==> src/rtl/pe_vector_seq.sv <==
//==============================================================================
// Module   : pe_vector_seq
// Purpose  : Issues SET/LOAD_IFMAP/LOAD_WGHT/CONV[/ACC] to one PE vector and
//            streams its GLB operands. Macro PE_SEQ_ACC_EN adds ACC + psum.
// Revision : 1.0
//==============================================================================
`default_nettype none

module pe_vector_seq #(
    parameter int DATA_BITWIDTH = 8,
    parameter int ADDR_BITWIDTH = 10
) (
    input  logic                     i_clk,
    input  logic                     i_rst,
    input  logic                     i_start,
    input  logic [8:0]               i_conv_info,
    input  logic [ADDR_BITWIDTH-1:0] i_ifmap_base,
    input  logic [ADDR_BITWIDTH-1:0] i_wght_base,
    input  logic [ADDR_BITWIDTH-1:0] i_psum_base,
    output logic                     o_busy,
    output logic                     o_done,
    output logic [ADDR_BITWIDTH-1:0] o_glb_raddr,
    output logic                     o_glb_ren,
    input  logic [DATA_BITWIDTH-1:0] i_glb_rdata,
    output logic [2:0]               o_inst_data,
    output logic [8:0]               o_conv_info,
    output logic                     o_inst_valid,
    input  logic                     i_inst_ready,
    output logic [DATA_BITWIDTH-1:0] o_ifmap_data,
    output logic                     o_ifmap_valid,
    input  logic                     i_ifmap_ready,
    output logic [DATA_BITWIDTH-1:0] o_wght_data,
    output logic                     o_wght_valid,
    input  logic                     i_wght_ready,
    output logic [DATA_BITWIDTH-1:0] o_psum_in_data,
    output logic                     o_psum_in_valid,
    input  logic                     i_psum_in_ready
);

    // State codes of the command states double as their command codes.
    localparam logic [2:0] S_IDLE     = 3'd0;
    localparam logic [2:0] S_SET      = 3'd1;
    localparam logic [2:0] S_LD_IFMAP = 3'd2;
    localparam logic [2:0] S_LD_WGHT  = 3'd3;
    localparam logic [2:0] S_CONV     = 3'd4;
    localparam logic [2:0] S_ACC      = 3'd5;
    localparam logic [2:0] S_DONE     = 3'd6;
    localparam logic [2:0] C_NOP      = 3'd0;

    localparam logic [1:0] PH_CMD  = 2'd0;
    localparam logic [1:0] PH_DEC  = 2'd1;
    localparam logic [1:0] PH_DATA = 2'd2;

    logic [2:0]               state_q, state_d;
    logic [1:0]               phase_q, phase_d;
    logic [8:0]               conv_info_q;
    logic [ADDR_BITWIDTH-1:0] ifmap_base_q, wght_base_q;
    logic [8:0]               rd_cnt_q, xfer_cnt_q;
    logic [DATA_BITWIDTH-1:0] fifo_q [2];
    logic                     wr_ptr_q, rd_ptr_q;
    logic [1:0]               fifo_cnt_q;
    logic                     inflight_q;
`ifdef PE_SEQ_ACC_EN
    logic [ADDR_BITWIDTH-1:0] psum_base_q;
`else
    logic                     w_unused_psum;
    assign w_unused_psum = ^{i_psum_base, i_psum_in_ready};
`endif

    logic [5:0]               w_qs;
    logic [8:0]               w_pqs, w_total;
    logic [ADDR_BITWIDTH-1:0] w_base;
    logic [2:0]               w_next;
    logic [DATA_BITWIDTH-1:0] w_head;
    logic w_start_ok, w_cmd_state, w_stream, w_ready, w_valid;
    logic w_pop, w_fifo_pop, w_push, w_ren, w_adv;

    assign w_qs        = {3'd0, conv_info_q[5:3]} * {3'd0, conv_info_q[2:0]};
    assign w_pqs       = {6'd0, conv_info_q[8:6]} * {3'd0, w_qs};
    assign w_start_ok  = (state_q == S_IDLE) && i_start && (i_conv_info[8:6] != 3'd0)
                         && (i_conv_info[5:3] != 3'd0) && (i_conv_info[2:0] != 3'd0);
    assign w_cmd_state = (state_q != S_IDLE) && (state_q != S_DONE);
    assign w_stream    = (phase_q != PH_CMD) && ((state_q == S_LD_IFMAP) ||
                         (state_q == S_LD_WGHT) || (state_q == S_ACC));

    always_comb begin
        w_total = 9'd0;
        w_base  = '0;
        w_ready = 1'b0;
        case (state_q)
            S_LD_IFMAP: begin
                w_total = {3'd0, w_qs};
                w_base  = ifmap_base_q;
                w_ready = i_ifmap_ready;
            end
            S_LD_WGHT: begin
                w_total = w_pqs;
                w_base  = wght_base_q;
                w_ready = i_wght_ready;
            end
            S_CONV: w_total = w_pqs;
`ifdef PE_SEQ_ACC_EN
            S_ACC: begin
                w_total = {6'd0, conv_info_q[8:6]};
                w_base  = psum_base_q;
                w_ready = i_psum_in_ready;
            end
`endif
            default: ;
        endcase
    end

    // An in-flight read is presented straight from the GLB port so the first
    // word is visible in the first DATA cycle; it is parked only if stalled.
    assign w_valid    = w_stream && ((fifo_cnt_q != 2'd0) || inflight_q);
    assign w_head     = (fifo_cnt_q != 2'd0) ? fifo_q[rd_ptr_q] : i_glb_rdata;
    assign w_pop      = w_valid && w_ready;
    assign w_fifo_pop = w_pop && (fifo_cnt_q != 2'd0);
    assign w_push     = inflight_q && !(w_pop && (fifo_cnt_q == 2'd0));
    assign w_ren      = w_stream && (rd_cnt_q < w_total) &&
                        (({1'b0, fifo_cnt_q} + {2'd0, inflight_q}) < 3'd2);

    always_comb begin
        w_adv = 1'b0;
        if (phase_q == PH_DATA) begin
            if (state_q == S_CONV)
                w_adv = (xfer_cnt_q == w_total - 9'd1);
            else
                w_adv = w_pop && (xfer_cnt_q == w_total - 9'd1);
        end
    end

    always_comb begin
        case (state_q)
            S_SET:      w_next = S_LD_IFMAP;
            S_LD_IFMAP: w_next = S_LD_WGHT;
            S_LD_WGHT:  w_next = S_CONV;
`ifdef PE_SEQ_ACC_EN
            S_CONV:     w_next = S_ACC;
`else
            S_CONV:     w_next = S_DONE;
`endif
            default:    w_next = S_DONE;
        endcase
    end

    always_ff @(posedge i_clk or posedge i_rst) begin
        if (i_rst) begin
            state_q <= S_IDLE;
            phase_q <= PH_CMD;
        end else begin
            state_q <= state_d;
            phase_q <= phase_d;
        end
    end

    always_comb begin
        state_d = state_q;
        phase_d = phase_q;
        case (state_q)
            S_IDLE: begin
                if (w_start_ok) begin
                    state_d = S_SET;
                    phase_d = PH_CMD;
                end
            end
            S_DONE: state_d = S_IDLE;
            default: begin
                case (phase_q)
                    PH_CMD: if (i_inst_ready) phase_d = PH_DEC;
                    PH_DEC: begin
                        if (state_q == S_SET) begin
                            state_d = w_next;
                            phase_d = PH_CMD;
                        end else begin
                            phase_d = PH_DATA;
                        end
                    end
                    default: begin
                        if (w_adv) begin
                            state_d = w_next;
                            phase_d = PH_CMD;
                        end
                    end
                endcase
            end
        endcase
    end

    always_ff @(posedge i_clk or posedge i_rst) begin
        if (i_rst) begin
            conv_info_q  <= 9'd0;
            ifmap_base_q <= '0;
            wght_base_q  <= '0;
`ifdef PE_SEQ_ACC_EN
            psum_base_q  <= '0;
`endif
            rd_cnt_q     <= 9'd0;
            xfer_cnt_q   <= 9'd0;
            fifo_q[0]    <= '0;
            fifo_q[1]    <= '0;
            wr_ptr_q     <= 1'b0;
            rd_ptr_q     <= 1'b0;
            fifo_cnt_q   <= 2'd0;
            inflight_q   <= 1'b0;
        end else begin
            if (w_start_ok) begin
                conv_info_q  <= i_conv_info;
                ifmap_base_q <= i_ifmap_base;
                wght_base_q  <= i_wght_base;
`ifdef PE_SEQ_ACC_EN
                psum_base_q  <= i_psum_base;
`endif
            end
            if (state_d != state_q) begin
                rd_cnt_q   <= 9'd0;
                xfer_cnt_q <= 9'd0;
                wr_ptr_q   <= 1'b0;
                rd_ptr_q   <= 1'b0;
                fifo_cnt_q <= 2'd0;
                inflight_q <= 1'b0;
            end else begin
                inflight_q <= w_ren;
                if (w_ren)
                    rd_cnt_q <= rd_cnt_q + 9'd1;
                if (w_pop || ((state_q == S_CONV) && (phase_q == PH_DATA)))
                    xfer_cnt_q <= xfer_cnt_q + 9'd1;
                if (w_push) begin
                    fifo_q[wr_ptr_q] <= i_glb_rdata;
                    wr_ptr_q         <= ~wr_ptr_q;
                end
                if (w_fifo_pop)
                    rd_ptr_q <= ~rd_ptr_q;
                fifo_cnt_q <= fifo_cnt_q + {1'b0, w_push} - {1'b0, w_fifo_pop};
            end
        end
    end

    always_comb begin
        o_busy        = (state_q != S_IDLE);
        o_done        = (state_q == S_DONE);
        o_inst_valid  = w_cmd_state && (phase_q == PH_CMD);
        o_inst_data   = o_inst_valid ? state_q : C_NOP;
        o_conv_info   = conv_info_q;
        o_glb_ren     = w_ren;
        o_glb_raddr   = w_ren ? (w_base + ADDR_BITWIDTH'(rd_cnt_q)) : '0;
        o_ifmap_valid = w_valid && (state_q == S_LD_IFMAP);
        o_ifmap_data  = o_ifmap_valid ? w_head : '0;
        o_wght_valid  = w_valid && (state_q == S_LD_WGHT);
        o_wght_data   = o_wght_valid ? w_head : '0;
`ifdef PE_SEQ_ACC_EN
        o_psum_in_valid = w_valid && (state_q == S_ACC);
        o_psum_in_data  = o_psum_in_valid ? w_head : '0;
`else
        o_psum_in_valid = 1'b0;
        o_psum_in_data  = '0;
`endif
    end

endmodule

`default_nettype wire

==> config.mk <==
export PLATFORM = sky130hd
export DESIGN_NAME = pe_vector_seq
export DESIGN_NICKNAME = d
export VERILOG_FILES = /design/src/rtl/pe_vector_seq.sv
export SDC_FILE = /design/constraint.sdc
export NUM_CORES = 1
export LEC_CHECK = 0
export ABC_CLOCK_PERIOD_IN_PS = 5800
export BUFFER_PORTS_ARGS = -buffer_cell sky130_fd_sc_hd__buf_4
export CAP_MARGIN = 30
export CORE_MARGIN = 2
export CORE_UTILIZATION = 29
export CTS_BUF_LIST = sky130_fd_sc_hd__clkbuf_4 sky130_fd_sc_hd__clkbuf_8
export DETAILED_ROUTE_END_ITERATION = 10
export GPL_ROUTABILITY_DRIVEN = 0
export HOLD_SLACK_MARGIN = 0.1
export PLACE_DENSITY_LB_ADDON = 0.2
export SETUP_SLACK_MARGIN = 0.1
export SYNTH_ARGS = -nofsm -noshare
export SYNTH_HDL_FRONTEND = slang
export SYNTH_SLANG_ARGS = --single-unit
==> constraint.sdc <==
create_clock -name i_clk -period 5.8 [get_ports i_clk]
set_input_delay 0.29 -clock i_clk [delete_from_list [all_inputs] [get_ports i_clk]]
set_output_delay 0.29 -clock i_clk [all_outputs]
set_load 0.01 [all_outputs]
==> results_dict.tcl <==
set metrics [dict create \
    grt_pass1_vias 4443 \
    grt_pass1_wl_um 22540 \
    ctsLongestPathBuffers 2 \
    detail-route-antenna-nets 0 \
    io_pins 107 \
    period_minus_slack_ns 5.685 \
    start_kind "flip-flop" \
    tightest_slew_ns 0.7422 \
    ys_types 66 \
    cts_sinks 73 \
    clk_latency_ns 0.36 \
    synth.yosys.seq_area_share 0.3381 \
    rows 49 \
    grt_use_total 0.1406 \
    synth_compound_area_frac 0.1186 \
    min_path_type "input port to flip-flop" \
    ys_ff_latch 73 \
    post_drt_wl_per_cell_um 15.44 \
    drive_above_1_share 0.4084 \
    drtIter0Drc 212 \
    die_area_um2 19740 \
    rsz0062_at_grt "yes" \
    drc 0 \
    die_h_um 140.5 \
    die_w_um 140.5 \
    cts_made_buffers 9 \
    synth_xor_area_frac 0.06647 \
    relSlewSlack 0.5009 \
    cp.arrival_ns 5.93 \
    ys.flop_type "dfrtp_1" \
    grt_max_degree 74 \
    cap_violations 0 \
    synthMuxAreaShare 0.1396 \
    max_freq_mhz 175.9 \
    hold_slack_ns 0.1480 \
    antenna_found_initial 0 \
    pre_cts_ws_ns 0.09361 \
    yosys_warnings 0 \
    dp_cells 881 \
    num_vias 4516 \
    coreArea_um2 18150 \
    num-nets-final 780 \
    skew_ns 0.01070 \
    synthSimpleGateAreaFrac 0.1774 \
    initial_utilization 0.2977 \
    cts_tree "yes" \
    layout_setup_ws_ns 0.1151 \
    root_buffer "clkbuf_8" \
    outcome "complete, no violations" \
    synth-adder-area-share 0.1107 \
    powerDensity_nw_per_um2 654.8 \
    finalHoldViolCount 0 \
    routed_wl_um 14160 \
    path_clk_slew_ns 0.08 \
    worstSetupPathType "flip-flop to flip-flop" \
    slew_violations 0 \
    cts_htree_levels 3 \
    syn_to_final_growth_pct 35.78 \
    port_buffers 86 \
    hpwl_um 10270 \
    cp_max_fo 8 \
    async_flop_share 1.000 \
    synth_edf_count 0 \
    p_leak_nw 3.275 \
    synth_top_family_by_area "simple AND/OR/NAND/NOR gates" \
    instances_no_fill 917 \
    first_pass_iters 4 \
    overflow 0 \
    viasPerCell 4.925 \
    ir_drop_mv 0.2289 \
    setup_viol 0 \
    avgSynthCellArea_um2 9.613 \
    critPathRequiredTime_ns 6.05 \
    worstSetupEndpointType "flip-flop" \
    syn_inst 562 \
    final.period_utilization 0.9802 \
    fin_tns_setup_ns 0 \
    synth.cell_area_um2 5403 \
    antenna-diode-count 0 \
]
==> report_power, final <==
part           total (W)  internal, W  switching [W]
clock network   0.000454     0.000258       0.000196
logic            0.00344      0.00169        0.00175
registers       0.000908     0.000715       0.000193
==> cell type report <==
cell class / count / area [µm²]
clock inverters: 5 / 78.83
well taps: 229 / 286.5
multi-input cells: 441 / 3786
clock buffers: 11 / 145.1
repair buffers: 129 / 1104
flip-flops and latches: 73 / 1827
fillers: 1772 / 10810
inverters: 29 / 108.9
==> layer usage <==
layer | vias up | GRT usage | routed length (µm)
met1 | 2227 | 0.1808 | 6203
li1 | 2171 | - | -
met3 | 14 | 0.02735 | 547
met4 | 0 | 0.04000 | 201
met2 | 104 | 0.2412 | 7211
met5 | - | 0 | 0
==> critical path, cell delays in order, from the launching register on <==
cell	delay, ns
dfrtp_1	0.39
and2_4	0.17
fa_1	0.48
ha_2	0.21
fa_2	0.58
nand2_2	0.07
fa_1	0.52
inv_2	0.05
fa_2	0.40
a211o_4	0.39
buf_6	0.13
a21oi_4	0.16
a211oi_4	0.07
buf_4	0.17
buf_4	0.13
a211oi_4	0.20
o21a_1	0.18
o311ai_2	0.11
a211o_4	0.33
a31oi_4	0.27
o21ai_4	0.11
buf_12	0.16
mux2_4	0.29
==> placed cells by master, fill, tap and decap left out, types with 4 or more instances in the layout <==
cell and count:
mux2_2 46, xnor2_1 27, nor3_1 8, nand2_1 31, o21bai_1 6, buf_4 107, buf_6 14, nor2_1 62
clkbuf_8 10, conb_1 9, mux2i_1 21, nor2_2 6, inv_2 4, xor2_1 12, dfrtp_1 73, and2_1 13
nor2_4 21, and2_4 4, nand3_1 9, o21ai_0 7, and3_1 5, a21oi_1 22, fa_1 6, ha_1 30
nand4_1 8, inv_1 25, o21ai_1 4
==> through the flow <==
step | area (µm²) | total power (W) | utilization
finish | 7336 | 0.004803 | 0.4042
global placement | 6420 | 0.003612 | 0.3538
CTS | 6794 | 0.004323 | 0.3744
global route | 7336 | 0.005204 | 0.4042
floorplan | 5433 | 0.002790 | -
detailed placement | 6427 | 0.003689 | 0.3542
==> logic make-up (layout without fill, tap and decap cells) <==
kind of cell / Yosys count / after routing
AO/OA/AOI/OAI: 81 / 81
XOR/XNOR: 41 / 41
flip-flops: 73 / 73
multiplexers: 69 / 69
buffers and inverters: 56 / 174
adder cells (fa/ha/maj): 43 / 43
AND/OR/NAND/NOR: 198 / 198
other: 1 / 9
==> synth_stat cells (3+ instances only) <==
cell type | n | area [µm²]
nor2_1 | 89 | 334.1
dfrtp_1 | 73 | 1827
mux2_2 | 47 | 529.3
ha_1 | 35 | 437.9
nand2_1 | 32 | 120.1
inv_1 | 29 | 108.9
xnor2_1 | 28 | 245.2
a21oi_1 | 25 | 125.1
mux2i_1 | 21 | 210.2
and2_1 | 17 | 106.4
xor2_1 | 13 | 113.9
clkbuf_1 | 12 | 45.04
o21ai_0 | 11 | 55.05
nand3_1 | 10 | 50.05
buf_4 | 9 | 67.56
fa_1 | 8 | 160.2
nand4_1 | 8 | 50.05
nor3_1 | 8 | 40.04
o21bai_1 | 6 | 45.04
and3_1 | 5 | 31.28
nor2b_1 | 4 | 25.02
a211oi_1 | 3 | 22.52
nand2b_1 | 3 | 18.77
nor3b_1 | 3 | 22.52
o21a_1 | 3 | 22.52
or2_2 | 3 | 18.77
or3_1 | 3 | 18.77
==> path summary, 6_finish.rpt <==
path,start,to,slack [ns],depth (start not counted)
max,o_conv_info[5]$_DFFE_PP0P_,fifo_q[1]$_DFFE_PP0P_,0.12,22
min,i_inst_ready,phase_q[0]$_DFFE_PP0P_,0.15,2
max reg2reg,o_conv_info[5]$_DFFE_PP0P_,fifo_q[1]$_DFFE_PP0P_,0.12,22
min reg2reg,fifo_q[15]$_DFFE_PP0P_,fifo_q[15]$_DFFE_PP0P_,0.51,1
max in group asynchronous,i_rst,wght_base_q[9]$_DFFE_PP0P_,4.80,5
min in group asynchronous,i_rst,ifmap_base_q[8]$_DFFE_PP0P_,0.44,4
==> flip-flops by register name, indices dropped and copies added (netlist names), 2 cells and up <==
name / cells
o_conv_info: 9
phase_q: 2
wght_base_q: 10
fifo_cnt_q: 2
xfer_cnt_q: 9
ifmap_base_q: 10
state_q: 3
fifo_q: 16
rd_cnt_q: 9
==> repair_timing <==
item | CTS | global route
endpoints found under the hold margin | 0 | 6
buffers inserted | 3 | 12
gates resized for setup | 29 | 100
hold buffers | 0 | 1
cloned | 0 | 3
pin swaps | 6 | 54
endpoints found under the setup margin | 29 | 52
(Power assumes the default switching activity.)
